--- src/rtl/uart_tx_pkg.sv ---
// rtl/uart_tx_pkg.sv - shared constants and types for the uart_tx_dev UART transmitter
// Contents: system address map slot, register word offsets, STATUS/CTRL bit
// indices, the transmit FSM state enum and the bit-period reload helper.
// Optional feature macro: UART_TX_PARITY_EN (adds the PARITY state).
package uart_tx_pkg;

  // Device slot on the simple-system bus: 1 kB window at 0x40000.
  localparam logic [31:0] UartBaseAddr = 32'h0004_0000;
  localparam logic [31:0] UartAddrMask = ~32'h0000_03FF;

  // Register word offsets (addr[9:2]).
  localparam logic [7:0] RegTxData  = 8'h00;
  localparam logic [7:0] RegStatus  = 8'h01;
  localparam logic [7:0] RegCtrl    = 8'h02;
  localparam logic [7:0] RegBaudDiv = 8'h03;

  // STATUS bit indices; fill count occupies bits [7:4].
  localparam int unsigned StatusFullBit  = 0;
  localparam int unsigned StatusEmptyBit = 1;
  localparam int unsigned StatusBusyBit  = 2;

  // CTRL bit indices.
  localparam int unsigned CtrlTxEnBit  = 0;
  localparam int unsigned CtrlIrqEnBit = 1;
  localparam int unsigned CtrlParEnBit = 2;

  typedef enum logic [2:0] {
    StIdle,
    StStart,
    StData,
`ifdef UART_TX_PARITY_EN
    StParity,
`endif
    StStop
  } uart_tx_state_e;

  // Down-counter reload for one bit period; a divider of 0 behaves as 1.
  function automatic logic [15:0] baud_reload(input logic [15:0] div);
    return (div == 16'd0) ? 16'd0 : div - 16'd1;
  endfunction

endpackage

--- src/rtl/uart_tx_fifo.sv ---
// rtl/uart_tx_fifo.sv - synchronous byte FIFO buffering bytes awaiting transmission
// Ports:
//   clk_i, rst_ni  clock, synchronous active-low reset (empties the FIFO)
//   push, push_data  enqueue a byte; ignored while full
//   pop            dequeue the head; ignored while empty
//   head           byte at the read pointer
//   full, empty, count  occupancy, all from the registered count
module uart_tx_fifo
  import uart_tx_pkg::*;
#(
  parameter int unsigned Depth = 8
) (
  input  logic                   clk_i,
  input  logic                   rst_ni,
  input  logic                   push,
  input  logic [7:0]             push_data,
  input  logic                   pop,
  output logic [7:0]             head,
  output logic                   full,
  output logic                   empty,
  output logic [$clog2(Depth):0] count
);
  localparam int unsigned PtrW = $clog2(Depth);
  localparam logic [PtrW:0] DepthCnt = (PtrW + 1)'(Depth);

  logic [7:0]      mem [Depth];
  logic [PtrW-1:0] wr_ptr;
  logic [PtrW-1:0] rd_ptr;
  logic            do_push;
  logic            do_pop;

  // Full/empty come from the count at the start of the cycle, so a pop in
  // the same cycle never makes room for a push.
  assign full    = (count == DepthCnt);
  assign empty   = (count == '0);
  assign do_push = push & ~full;
  assign do_pop  = pop & ~empty;
  assign head    = mem[rd_ptr];

  always_ff @(posedge clk_i) begin
    if (do_push) begin
      mem[wr_ptr] <= push_data;
    end
  end

  // Depth is a power of two, so the pointers wrap by plain overflow.
  always_ff @(posedge clk_i) begin
    if (!rst_ni) begin
      wr_ptr <= '0;
      rd_ptr <= '0;
      count  <= '0;
    end else begin
      if (do_push) begin
        wr_ptr <= wr_ptr + PtrW'(1);
      end
      if (do_pop) begin
        rd_ptr <= rd_ptr + PtrW'(1);
      end
      if (do_push && !do_pop) begin
        count <= count + (PtrW + 1)'(1);
      end else if (do_pop && !do_push) begin
        count <= count - (PtrW + 1)'(1);
      end
    end
  end

endmodule

--- src/rtl/uart_tx_dev.sv ---
// rtl/uart_tx_dev.sv - memory-mapped 8N1 UART transmitter with TX FIFO and drain interrupt
// Ports:
//   clk_i, rst_ni      clock, synchronous active-low reset
//   uart_req_i/we_i/be_i/addr_i/wdata_i  device-side bus request (offset = addr[9:2])
//   uart_rvalid_o/rdata_o/err_o          response, one cycle after each request
//   tx_o               serial line, idle high
//   uart_intr_o        level interrupt: irq_en & FIFO empty & FSM idle, registered
// Registers: 0x0 TXDATA (W), 0x1 STATUS (RO), 0x2 CTRL (RW), 0x3 BAUD_DIV (RW).
// Optional feature macro: UART_TX_PARITY_EN (CTRL.par_en and an even-parity bit).
module uart_tx_dev
  import uart_tx_pkg::*;
#(
  parameter int unsigned DataWidth      = 32,
  parameter int unsigned AddressWidth   = 32,
  parameter int unsigned FifoDepth      = 8,
  parameter int unsigned DefaultBaudDiv = 16
) (
  input  logic                    clk_i,
  input  logic                    rst_ni,
  input  logic                    uart_req_i,
  input  logic                    uart_we_i,
  input  logic [3:0]              uart_be_i,
  input  logic [AddressWidth-1:0] uart_addr_i,
  input  logic [DataWidth-1:0]    uart_wdata_i,
  output logic                    uart_rvalid_o,
  output logic [DataWidth-1:0]    uart_rdata_o,
  output logic                    uart_err_o,
  output logic                    tx_o,
  output logic                    uart_intr_o
);
  localparam int unsigned CntW = $clog2(FifoDepth) + 1;

  // Control/configuration registers.
  logic        tx_en;
  logic        irq_en;
  logic [15:0] baud_div;
`ifdef UART_TX_PARITY_EN
  logic        par_en;
  logic        parity_bit;
`endif

  // FIFO interface.
  logic            fifo_push;
  logic            fifo_pop;
  logic            fifo_full;
  logic            fifo_empty;
  logic [7:0]      fifo_head;
  logic [CntW-1:0] fifo_count;

  // Transmit datapath.
  uart_tx_state_e state;
  logic [15:0]    baud_cnt;
  logic [2:0]     bit_idx;
  logic [7:0]     shreg;
  logic           bit_done;
  logic           frame_ready;
  logic [15:0]    bit_reload;

  // Bus decode.
  logic [7:0]           offset;
  logic [DataWidth-1:0] rd_data;
  logic                 bus_err;
  logic                 ctrl_we;
  logic                 baud_we;
  logic [7:0]           status_byte;
  logic [7:0]           ctrl_byte;
  logic [3:0]           fill_sat;

  logic unused_bus_bits;
  assign unused_bus_bits = ^{uart_addr_i[AddressWidth-1:10], uart_addr_i[1:0],
                             uart_wdata_i[DataWidth-1:16], uart_be_i[3:2]};

  assign offset = uart_addr_i[9:2];

  uart_tx_fifo #(
    .Depth(FifoDepth)
  ) u_fifo (
    .clk_i    (clk_i),
    .rst_ni   (rst_ni),
    .push     (fifo_push),
    .push_data(uart_wdata_i[7:0]),
    .pop      (fifo_pop),
    .head     (fifo_head),
    .full     (fifo_full),
    .empty    (fifo_empty),
    .count    (fifo_count)
  );

  assign fill_sat = (32'(fifo_count) > 32'd15) ? 4'hF : 4'(fifo_count);

  always_comb begin
    status_byte                 = 8'h00;
    status_byte[StatusFullBit]  = fifo_full;
    status_byte[StatusEmptyBit] = fifo_empty;
    status_byte[StatusBusyBit]  = (state != StIdle);
    status_byte[7:4]            = fill_sat;
  end

  always_comb begin
    ctrl_byte               = 8'h00;
    ctrl_byte[CtrlTxEnBit]  = tx_en;
    ctrl_byte[CtrlIrqEnBit] = irq_en;
`ifdef UART_TX_PARITY_EN
    ctrl_byte[CtrlParEnBit] = par_en;
`endif
  end

  // Erroring accesses must leave all state untouched, so every side effect
  // below is gated by a decode that cannot also raise bus_err.
  always_comb begin
    rd_data   = '0;
    bus_err   = 1'b0;
    fifo_push = 1'b0;
    ctrl_we   = 1'b0;
    baud_we   = 1'b0;
    if (uart_req_i) begin
      case (offset)
        RegTxData: begin
          if (uart_we_i && uart_be_i[0]) begin
            if (fifo_full) begin
              bus_err = 1'b1;
            end else begin
              fifo_push = 1'b1;
            end
          end
        end
        RegStatus: begin
          if (uart_we_i) begin
            bus_err = 1'b1;
          end else begin
            rd_data[7:0] = status_byte;
          end
        end
        RegCtrl: begin
          if (uart_we_i) begin
            ctrl_we = 1'b1;
          end else begin
            rd_data[7:0] = ctrl_byte;
          end
        end
        RegBaudDiv: begin
          if (uart_we_i) begin
            baud_we = 1'b1;
          end else begin
            rd_data[15:0] = baud_div;
          end
        end
        default: bus_err = 1'b1;
      endcase
    end
  end

  always_ff @(posedge clk_i) begin
    if (!rst_ni) begin
      uart_rvalid_o <= 1'b0;
      uart_rdata_o  <= '0;
      uart_err_o    <= 1'b0;
      uart_intr_o   <= 1'b0;
      tx_en         <= 1'b0;
      irq_en        <= 1'b0;
      baud_div      <= 16'(DefaultBaudDiv);
`ifdef UART_TX_PARITY_EN
      par_en        <= 1'b0;
`endif
    end else begin
      uart_rvalid_o <= uart_req_i;
      uart_rdata_o  <= rd_data;
      uart_err_o    <= bus_err;
      uart_intr_o   <= irq_en & fifo_empty & (state == StIdle);
      if (ctrl_we && uart_be_i[0]) begin
        tx_en  <= uart_wdata_i[CtrlTxEnBit];
        irq_en <= uart_wdata_i[CtrlIrqEnBit];
`ifdef UART_TX_PARITY_EN
        par_en <= uart_wdata_i[CtrlParEnBit];
`endif
      end
      if (baud_we && uart_be_i[0]) begin
        baud_div[7:0] <= uart_wdata_i[7:0];
      end
      if (baud_we && uart_be_i[1]) begin
        baud_div[15:8] <= uart_wdata_i[15:8];
      end
    end
  end

  // baud_cnt counts the remaining cycles of the current bit; it is reloaded
  // from the live BAUD_DIV at every bit boundary, which is what makes a
  // mid-frame divider change take effect on the next bit.
  assign bit_done    = (baud_cnt == 16'd0);
  assign bit_reload  = baud_reload(baud_div);
  assign frame_ready = tx_en & ~fifo_empty;
  // Head is popped in the cycle the FSM commits to a new START, from IDLE or
  // straight out of STOP so back-to-back frames have no idle gap.
  assign fifo_pop    = frame_ready & ((state == StIdle) || (state == StStop && bit_done));

  always_ff @(posedge clk_i) begin
    if (!rst_ni) begin
      state    <= StIdle;
      tx_o     <= 1'b1;
      baud_cnt <= 16'd0;
      bit_idx  <= 3'd0;
      shreg    <= 8'h00;
`ifdef UART_TX_PARITY_EN
      parity_bit <= 1'b0;
`endif
    end else begin
      if (state != StIdle && !bit_done) begin
        baud_cnt <= baud_cnt - 16'd1;
      end
      case (state)
        StIdle: begin
          if (frame_ready) begin
            state    <= StStart;
            tx_o     <= 1'b0;
            shreg    <= fifo_head;
            baud_cnt <= bit_reload;
`ifdef UART_TX_PARITY_EN
            parity_bit <= ^fifo_head;
`endif
          end
        end
        StStart: begin
          if (bit_done) begin
            state    <= StData;
            tx_o     <= shreg[0];
            shreg    <= {1'b0, shreg[7:1]};
            bit_idx  <= 3'd0;
            baud_cnt <= bit_reload;
          end
        end
        StData: begin
          if (bit_done) begin
            baud_cnt <= bit_reload;
            if (bit_idx == 3'd7) begin
`ifdef UART_TX_PARITY_EN
              if (par_en) begin
                state <= StParity;
                tx_o  <= parity_bit;
              end else begin
                state <= StStop;
                tx_o  <= 1'b1;
              end
`else
              state <= StStop;
              tx_o  <= 1'b1;
`endif
            end else begin
              bit_idx <= bit_idx + 3'd1;
              tx_o    <= shreg[0];
              shreg   <= {1'b0, shreg[7:1]};
            end
          end
        end
`ifdef UART_TX_PARITY_EN
        StParity: begin
          if (bit_done) begin
            state    <= StStop;
            tx_o     <= 1'b1;
            baud_cnt <= bit_reload;
          end
        end
`endif
        StStop: begin
          if (bit_done) begin
            if (frame_ready) begin
              state    <= StStart;
              tx_o     <= 1'b0;
              shreg    <= fifo_head;
              baud_cnt <= bit_reload;
`ifdef UART_TX_PARITY_EN
              parity_bit <= ^fifo_head;
`endif
            end else begin
              state <= StIdle;
              tx_o  <= 1'b1;
            end
          end
        end
        default: begin
          state <= StIdle;
          tx_o  <= 1'b1;
        end
      endcase
    end
  end

endmodule

--- config.mk ---
export PLATFORM = sky130hd
export DESIGN_NAME = uart_tx_dev
export DESIGN_NICKNAME = d
export VERILOG_FILES = /design/src/rtl/uart_tx_pkg.sv /design/src/rtl/uart_tx_fifo.sv /design/src/rtl/uart_tx_dev.sv
export SDC_FILE = /design/constraint.sdc
export NUM_CORES = 1
export LEC_CHECK = 0
export BUFFER_PORTS_ARGS = -buffer_cell sky130_fd_sc_hd__buf_2
export CORE_MARGIN = 5
export CORE_UTILIZATION = 40
export CTS_BUF_LIST = sky130_fd_sc_hd__clkbuf_16
export DETAILED_ROUTE_END_ITERATION = 16
export GPL_ROUTABILITY_DRIVEN = 0
export PLACE_DENSITY = 0.62
export SYNTH_ARGS = -nofsm -noshare
export SYNTH_HDL_FRONTEND = slang
export SYNTH_SLANG_ARGS = --single-unit
--- constraint.sdc ---
create_clock -name clk_i -period 9.1 [get_ports clk_i]
set_input_delay 0.91 -clock clk_i [delete_from_list [all_inputs] [get_ports clk_i]]
set_output_delay 0.91 -clock clk_i [all_outputs]
set_load 0.02 [all_outputs]
==> key figures, run 1 <==
Drt
  – DR DRC count: 0
  – Initial detailed-routing violation count: 296
  – First-pass DRT Iterations: 4
  – Vias/cell: 5.20
  – WL per Instance: around 16 um
  – Post-Route WL: 13,600 um
  – Routed vias: 4,314
  – Antenna Nets Post-Route: 0

Clock network
  – Clock root buffer: clkbuf_16
  – H-tree depth: 4
  – CTS tree: done
  – CTS Hold Buffers Added: 0
  – Post-cts resize count: 0
  – Longest Clk Path Bufs: 2
  – CTS Sinks: ~140
  – Reg clk slew, reported paths: 60 ps
  – CTS Buf Count: 17
  – # Post-CTS Setup Buffers: 0
  – Worst-Skew Late Latency: roughly 420 ps

GRT
  – Global-route wire length before repair: 22,200 um
  – Initial antenna violation count: 0
  – Global-route total usage across every layer: 14.3%
  – Largest net degree at the start of global routing: 23
  – Gr ovfl total: 0
  – Number of global-route vias before repair: around 4,300

STA
  – Slew Limit Headroom: a little over a quarter
  – Worst hold slack: around 480 ps
  – Post-Route Skew: between 7 and 8 ps
  – Setup TNS: 0 ps
  – Slew @ Worst Pin: between 1000 and 1500 ps
  – Slew Limit Fails: 0
  – RSZ-0062 raised after global routing: no
  – Final setup fails: 0
  – Final Hold Viols: 0
  – Final worst slack: roughly 5400 ps
  – Tmin final: ~3700 ps
  – Max Freq: around 270 MHz
  – Fin crit share: between 40% and 50%

Yosys
  – Synth warn: 0
  – Seq/Total Area, Yosys: between 50 and 60%
  – Avg Cell Area, Syn: about 12 um2
  – Ys flop type: dfxtp_1
  – Post-synth EDFFs: 64
  – Async SR Flop Fraction: 0%
  – Post-synthesis instance area: 6630 um2
  – Synth cell types: 63
  – Syn Inst Count: 545
  – Synth Register Bits: roughly 140

Setup path
  – Startpoint Class: register
  – CP endpoint kind: register
  – Crit path buf inv count: 3
  – CP arrival: about 4000 ps
  – Critical Path Slowest Stage Cell: and4_1
  – Critical path required time: around 9400 ps
  – Crit-path cells: inv_1 -> ha_1 -> nor4b_4 -> and4_1 -> a21oi_2 -> nor2_1 -> inv_1 -> ha_1 -> inv_1 -> ha_1 -> a21o_1 -> a21oi_1 -> xnor2_1 -> or3_1 -> a21oi_1
  – CP Class: register to register
  – Top Family by Delay on Critical Path: simple AND/OR/NAND/NOR gates
  – Max FO, Critical Path: 10
  – Worst path max stage delay: between 500 and 600 ps

Pwr
  – Leakage dissipation: ~2.8 nW
  – NetSw: approximately 0.29 mW
  – Logic pwr share: under 10%
  – Internal power: between 1 and 1.5 mW
  – Pwr dens: 178 nW/um2
  – Clk pwr share: a little under half
  – Switching share of power: 21.4%
  – Peak VDD IR: about 0.00011 V
  – Seq pwr share: 50.3%

Die
  – Count of boundary I/O pins: ~110
  – Initial core utilization: between 40% and 50%
  – Die area: between 15,000 and 20,000 um2
  – Die height: about 140 um
  – Cell Rows: 47
  – DIE WIDTH: roughly 140 um
  – Core ar.: ~16,000 um2

Placement
  – Pre-CTS WS: roughly 5300 ps
  – I/O Buffers: 49
  – DP Area: approximately 7000 um2
  – Final HPWL from detailed placement: 9780 um

Final layout
  – Final nets: around 680
  – Area growth syn-to-layout: 14.1%
  – Share of layout cells above drive strength 1: about 22%
  – Final Cell Area: between 7000 and 8000 um2
  – # diodes: 0
  – Layout Utilization: between 40% and 50%

Outcome
  – Outcome: completed

Job
  – Maxcap violations: 0

Worst hold path
  – Hold Path Class: register to register
==> layout by cell type, fill, tap and decap left out, types with 9 or more instances in the layout <==
| master | count |
|---|---|
| o22ai_2 | 12 |
| nor3_1 | 16 |
| inv_1 | 15 |
| nor4_1 | 9 |
| nor2_1 | 56 |
| buf_2 | 49 |
| mux4_2 | 16 |
| and2_1 | 9 |
| ha_1 | 14 |
| nand2_1 | 32 |
| a21oi_1 | 14 |
| dfxtp_1 | 80 |
| xnor2_1 | 20 |
| mux2i_1 | 38 |
| edfxtp_1 | 64 |
| clkbuf_16 | 17 |
| conb_1 | 16 |
| o21ai_0 | 18 |
==> worst reg2reg max path, delay by kind of cell, from the launching register on <==
kind            cells  cell delay (ps)
compound gates      4              640
xor+xnor            1               90
fa+ha+maj           3              700
buf+inv             3              270
flops               1              330
simple gates        4             1540
==> per-layer routing <==
metal | share of wire, % | vias up | wire, um | GRT usage, %
li1 | - | 2083 | - | -
met1 | 45 | 2118 | 6120 | 18.1
met2 | 49 | 89 | 6610 | 23.7
met3 | 4.2 | 24 | 566 | 3.59
met4 | 2.0 | 0 | 270 | 5.66
met5 | 0 | - | 0 | 0
==> Yosys cell counts (all sizes together) (3+ instances only) <==
cell	number	area share [%]
a21oi	15	1.2
a22o	8	1.1
a22oi	3	0.34
a32o	3	0.45
and2	9	0.85
and4	4	0.53
buf	26	2.9
clkbuf	12	0.68
dfxtp	80	24
edfxtp	64	29
ha	14	2.6
inv	13	0.74
mux2	3	0.51
mux2i	38	5.7
mux4	16	5.4
nand2	33	2.0
nand2b	7	0.66
nand4	4	0.38
nand4b	3	0.40
nor2	56	3.2
nor3	16	1.2
nor4	13	1.9
nor4b	5	1.1
o21ai	18	1.4
o22ai	17	2.7
or2	3	0.32
or3	8	0.76
or4	4	0.51
xnor2	20	2.6
xor2	8	1.1
==> power by group through the flow <==
| stage | combinational (mW) | clock [mW] | sequential [mW] |
|---|---|---|---|
| global placement | 0.0299 | 0 | 0.689 |
| CTS | 0.0308 | 0.648 | 0.675 |
| global route | 0.0335 | 0.676 | 0.675 |
| floorplan | 0.0220 | 0 | 0.690 |
| finish | 0.0308 | 0.638 | 0.675 |
| detailed placement | 0.0308 | 0 | 0.689 |
==> path summary, 6_finish.rpt <==
kind / endpoint / slack [ps] / start / cells after the start
setup / recovery: u_fifo.count[3] / 5450 / baud_cnt[0] / 15
hold / removal: shreg[7] / 480 / shreg[7] / 1
setup reg to reg: u_fifo.count[3] / 5450 / baud_cnt[0] / 15
hold reg to reg: shreg[7] / 480 / shreg[7] / 1
==> final cells by class <==
cell class	instances	area [um2]
clock buffers	17	425
inverters	13	48.8
multi-input cells	365	2880
clock inverters	15	121
fillers	1445	8850
well taps	220	275
flip-flops and latches	144	3520
repair buffers	55	290
==> per-stage QoR <==
stage          cells  total power, mW
2_1_floorplan    560            0.712
3_3_place_gp     797            0.719
3_5_place_dp     797            0.720
4_1_cts          829             1.35
5_1_grt          829             1.38
6_report         829             1.34
==> state kept, by name, summed over array words and instances, names as in the netlist, named ones only <==
register       cells
shreg              8
uart_rvalid_o      1
uart_rdata_o      16
bit_idx            3
u_fifo.rd_ptr      3
state              2
baud_cnt          16
tx_o               1
irq_en             1
baud_div          16
tx_en              1
uart_err_o         1
uart_intr_o        1
u_fifo.count       4
u_fifo.wr_ptr      3
u_fifo.mem        64
==> cell families (layout without fill, tap and decap cells) <==
kind of cell,after synthesis,in the layout,share of synthesized area [%]
AND/OR/NAND/NOR,174,174,14.8
flip-flops,144,144,53.2
AO/OA/AOI/OAI,75,75,9.36
multiplexers,57,57,11.7
buffers and inverters,51,100,4.29
XOR/XNOR,28,28,3.70
adder cells (fa/ha/maj),15,15,2.95
other,1,16,0.0566
No activity file was read; power rests on OpenSTA's default activity.
==> run 2: changes to the inputs <==
--- a/config.mk
+++ b/config.mk
@@ -5,6 +5,7 @@
 export SDC_FILE = /design/constraint.sdc
 export NUM_CORES = 1
 export LEC_CHECK = 0
+export ABC_AREA = 1
 export BUFFER_PORTS_ARGS = -buffer_cell sky130_fd_sc_hd__buf_2
 export CORE_MARGIN = 5
 export CORE_UTILIZATION = 40
==> constraint.sdc (replaced) <==
create_clock -name clk_i -period 3.8 [get_ports clk_i]
set_input_delay 0.38 -clock clk_i [delete_from_list [all_inputs] [get_ports clk_i]]
set_output_delay 0.38 -clock clk_i [all_outputs]
set_load 0.02 [all_outputs]
==> key figures, run 2 <==
Outcome
  – Outcome: completed

Die
  – Die area: 20,100 um2 (+4.4%)
  – Die height: 142 um (+2.2%)
  – Initial core utilization: 40.4% (about the same)
  – Core ar.: 17,200 um2 (+4.7%)
  – Cell Rows: 48 (+2.1%)
  – DIE WIDTH: 142 um (+2.2%)
  – Count of boundary I/O pins: 108 (unchanged)

GRT
  – Routing usage on met1: 21.3% (+3.2 points)
  – Number of global-route vias before repair: 5,107 (+18%)
  – Met3 Use GR: 3.17% (-0.42 points)
  – Met2 usage: 24.8% (+1.1 points)
  – Global-route total usage across every layer: 15.6% (+1.2 points)
  – Largest net degree at the start of global routing: 34 (+48%)
  – Gr ovfl total: 0 (unchanged)
  – Global-route wire length before repair: 25,000 um (+12%)
  – Initial antenna violation count: 0 (unchanged)
  – Gr busiest metal: met2

Clock network
  – CTS Hold Buffers Added: 0 (unchanged)
  – Longest Clk Path Bufs: 2 (unchanged)
  – Worst-Skew Late Latency: 420 ps (about the same)
  – Post-cts resize count: 0 (unchanged)
  – CTS tree: done
  – CTS Sinks: 144 (unchanged)
  – H-tree depth: 4 (unchanged)
  – Clock root buffer: clkbuf_16
  – # Post-CTS Setup Buffers: 0 (unchanged)
  – Reg clk slew, reported paths: 60 ps (about the same)
  – CTS Buf Count: 17 (unchanged)

Final layout
  – Most common cell after layout, fill and taps aside: nor2_1
  – # diodes: 0 (unchanged)
  – Commonest non-fill, non-tap cells in the layout: nor2_1 (153), nand2_1 (111), dfxtp_1 (80)
  – Largest Register: u_fifo.mem
  – Final nets: 943 (+38%)
  – Max reg flops: 64 (unchanged)
  – Share of layout cells above drive strength 1: 14.0% (-8.3 points)
  – Area growth syn-to-layout: 13.6%
  – FILL cells: 1,685 (+17%)

Pwr
  – Internal power: 3.12 mW (+200%)
  – Total power: 4.81 mW (+260%)
  – Peak VDD IR: 0.000460 V (+310%)
  – Clk pwr share: 33.2% (-14 points)
  – NetSw: 1.69 mW (+490%)
  – Switching share of power: 35.1% (+14 points)
  – Leakage dissipation: 3.21 nW (+16%)
  – Logic pwr share: 29.5% (+27 points)
  – Seq pwr share: 37.3% (-13 points)
  – Pwr dens: 610 nW/um2 (+240%)

Drt
  – Antenna Nets Post-Route: 0 (unchanged)
  – WL per Instance: 13.9 um (-15%)
  – Routed vias: 5,409 (+25%)
  – Initial detailed-routing violation count: 376 (+27%)
  – Vias/cell: 4.94 (-5.0%)
  – DR DRC count: 0 (unchanged)
  – Post-Route WL: 15,300 um (+12%)
  – First-pass DRT Iterations: 5 (+1)

Yosys
  – Cell with the most instances after synthesis: nor2_1
  – Synth area leader: edfxtp_1
  – Synth Register Bits: 144 (unchanged)
  – Syn Inst Count: 807 (+48%)
  – Synth cell types: 46 (-27%)
  – Post-synthesis instance area: 6940 um2 (+4.8%)
  – Most frequent cells after synthesis: nor2_1 (153), nand2_1 (111), dfxtp_1 (80)
  – Avg Cell Area, Syn: 8.60 um2 (-29%)
  – Post-synth EDFFs: 64 (unchanged)
  – Largest cells by area after synthesis: edfxtp_1 (28%), dfxtp_1 (23%), nor2_1 (8.3%)
  – Ys flop type: dfxtp_1
  – Synth warn: 0 (unchanged)
  – Seq/Total Area, Yosys: 50.7% (-2.4 points)
  – Async SR Flop Fraction: 0% (unchanged)
  – Top cell type's share of synthesized area: 27.7% (-1.3 points)

Setup path
  – Critical path required time: 4110 ps (-5330 ps)
  – CP arrival: 3300 ps (-690 ps)
  – CP endpoint kind: register
  – Max FO, Critical Path: 16 (+6)
  – Startpoint Class: register
  – CP Class: register to register

STA
  – Final Hold Viols: 0 (unchanged)
  – RSZ-0062 raised after global routing: no
  – Max Freq: 335 MHz (+22%)
  – Tmin final: 2980 ps (-669 ps)
  – Final setup fails: 0 (unchanged)
  – Setup TNS: 0 ps (unchanged)
  – Slew Limit Headroom: 25.4% (-0.66 points)
  – Post-Route Skew: 9.93 ps (+2.32 ps)
  – Fin crit share: 78.5% (+38 points)
  – Slew Limit Fails: 0 (unchanged)
  – Slew @ Worst Pin: 1120 ps (+9.83 ps)

Job
  – Maxcap violations: 0 (unchanged)

Worst hold path
  – Hold Path Class: input pin to register

Placement
  – Final HPWL from detailed placement: 10,800 um (+10%)
  – I/O Buffers: 49 (unchanged)
run 2: path summary, 6_finish.rpt:
| path | startpoint | end | slack [ps] | cells past startpoint |
|---|---|---|---|---|
| setup / recovery | state[0] | u_fifo.count[3] | 820 | 16 |
| hold / removal | uart_wdata_i[10] | baud_div[10] | 250 | 3 |
| setup reg to reg | state[0] | u_fifo.count[3] | 820 | 16 |
| hold reg to reg | tx_o | tx_o | 470 | 2 |
run 2: power by group through the flow:
| stage | Sequential (mW) | Combinational, mW | Clock [mW] |
|---|---|---|---|
| floorplan | 1.82 | 1.18 | 0 |
| global placement | 1.83 | 1.40 | 0 |
| detailed placement | 1.83 | 1.42 | 0 |
| CTS | 1.80 | 1.42 | 1.62 |
| global route | 1.81 | 1.59 | 1.69 |
| finish | 1.80 | 1.42 | 1.60 |
run 2: layer usage:
metal	share of wire, %	wire length (um)
met1	50	7560
met4	1.3	196
met5	0	0
met3	3.4	526
met2	46	6970
run 2: worst max-delay path: stages, from the launching register on:
cell      delay, ps
dfxtp_1         330
inv_1           100
ha_1            240
clkinv_1        440
nand2_8         320
nand2_8         100
ha_1            240
inv_1           120
ha_1            280
nand2_1          70
nor2_1           40
a211oi_1        230
nor2_1           70
nor2_1           90
nand2_1          70
nor2_1           90
nor2_1           50
run 2: final cells by class:
cell class                      instances  area, um2  area share [%]
Inverter                               73        274            3.47
Clock inverter                         15        143            1.81
Timing Repair Buffer                   54        283            3.59
Clock buffer                           17        425            5.39
Multi-Input combinational cell        566       2960            37.5
Tap cell                              225        282            3.57
Sequential cell                       144       3520            44.7
run 2: kinds of logic after synthesis:
group | after synthesis | synth area share [%]
simple gates | 384 | 25.6
flops | 144 | 50.7
compound gates | 142 | 12.2
buf+inv | 112 | 7.46
fa+ha+maj | 15 | 2.81
xor+xnor | 9 | 1.14
other cells | 1 | 0.0540
run 2: metrics by stage:
step	instance area [um2]	cells	hold WS [ps]	utilization (%)	setup WS, ps
final	7890	1094	247	45.9	815
after global routing	7890	1094	243	45.9	426
after CTS	7890	1094	232	45.9	813
after detailed placement	7320	1062	461	42.6	820
after global placement	7320	1062	454	42.6	854
after floorplan	7000	822	443	-	1330
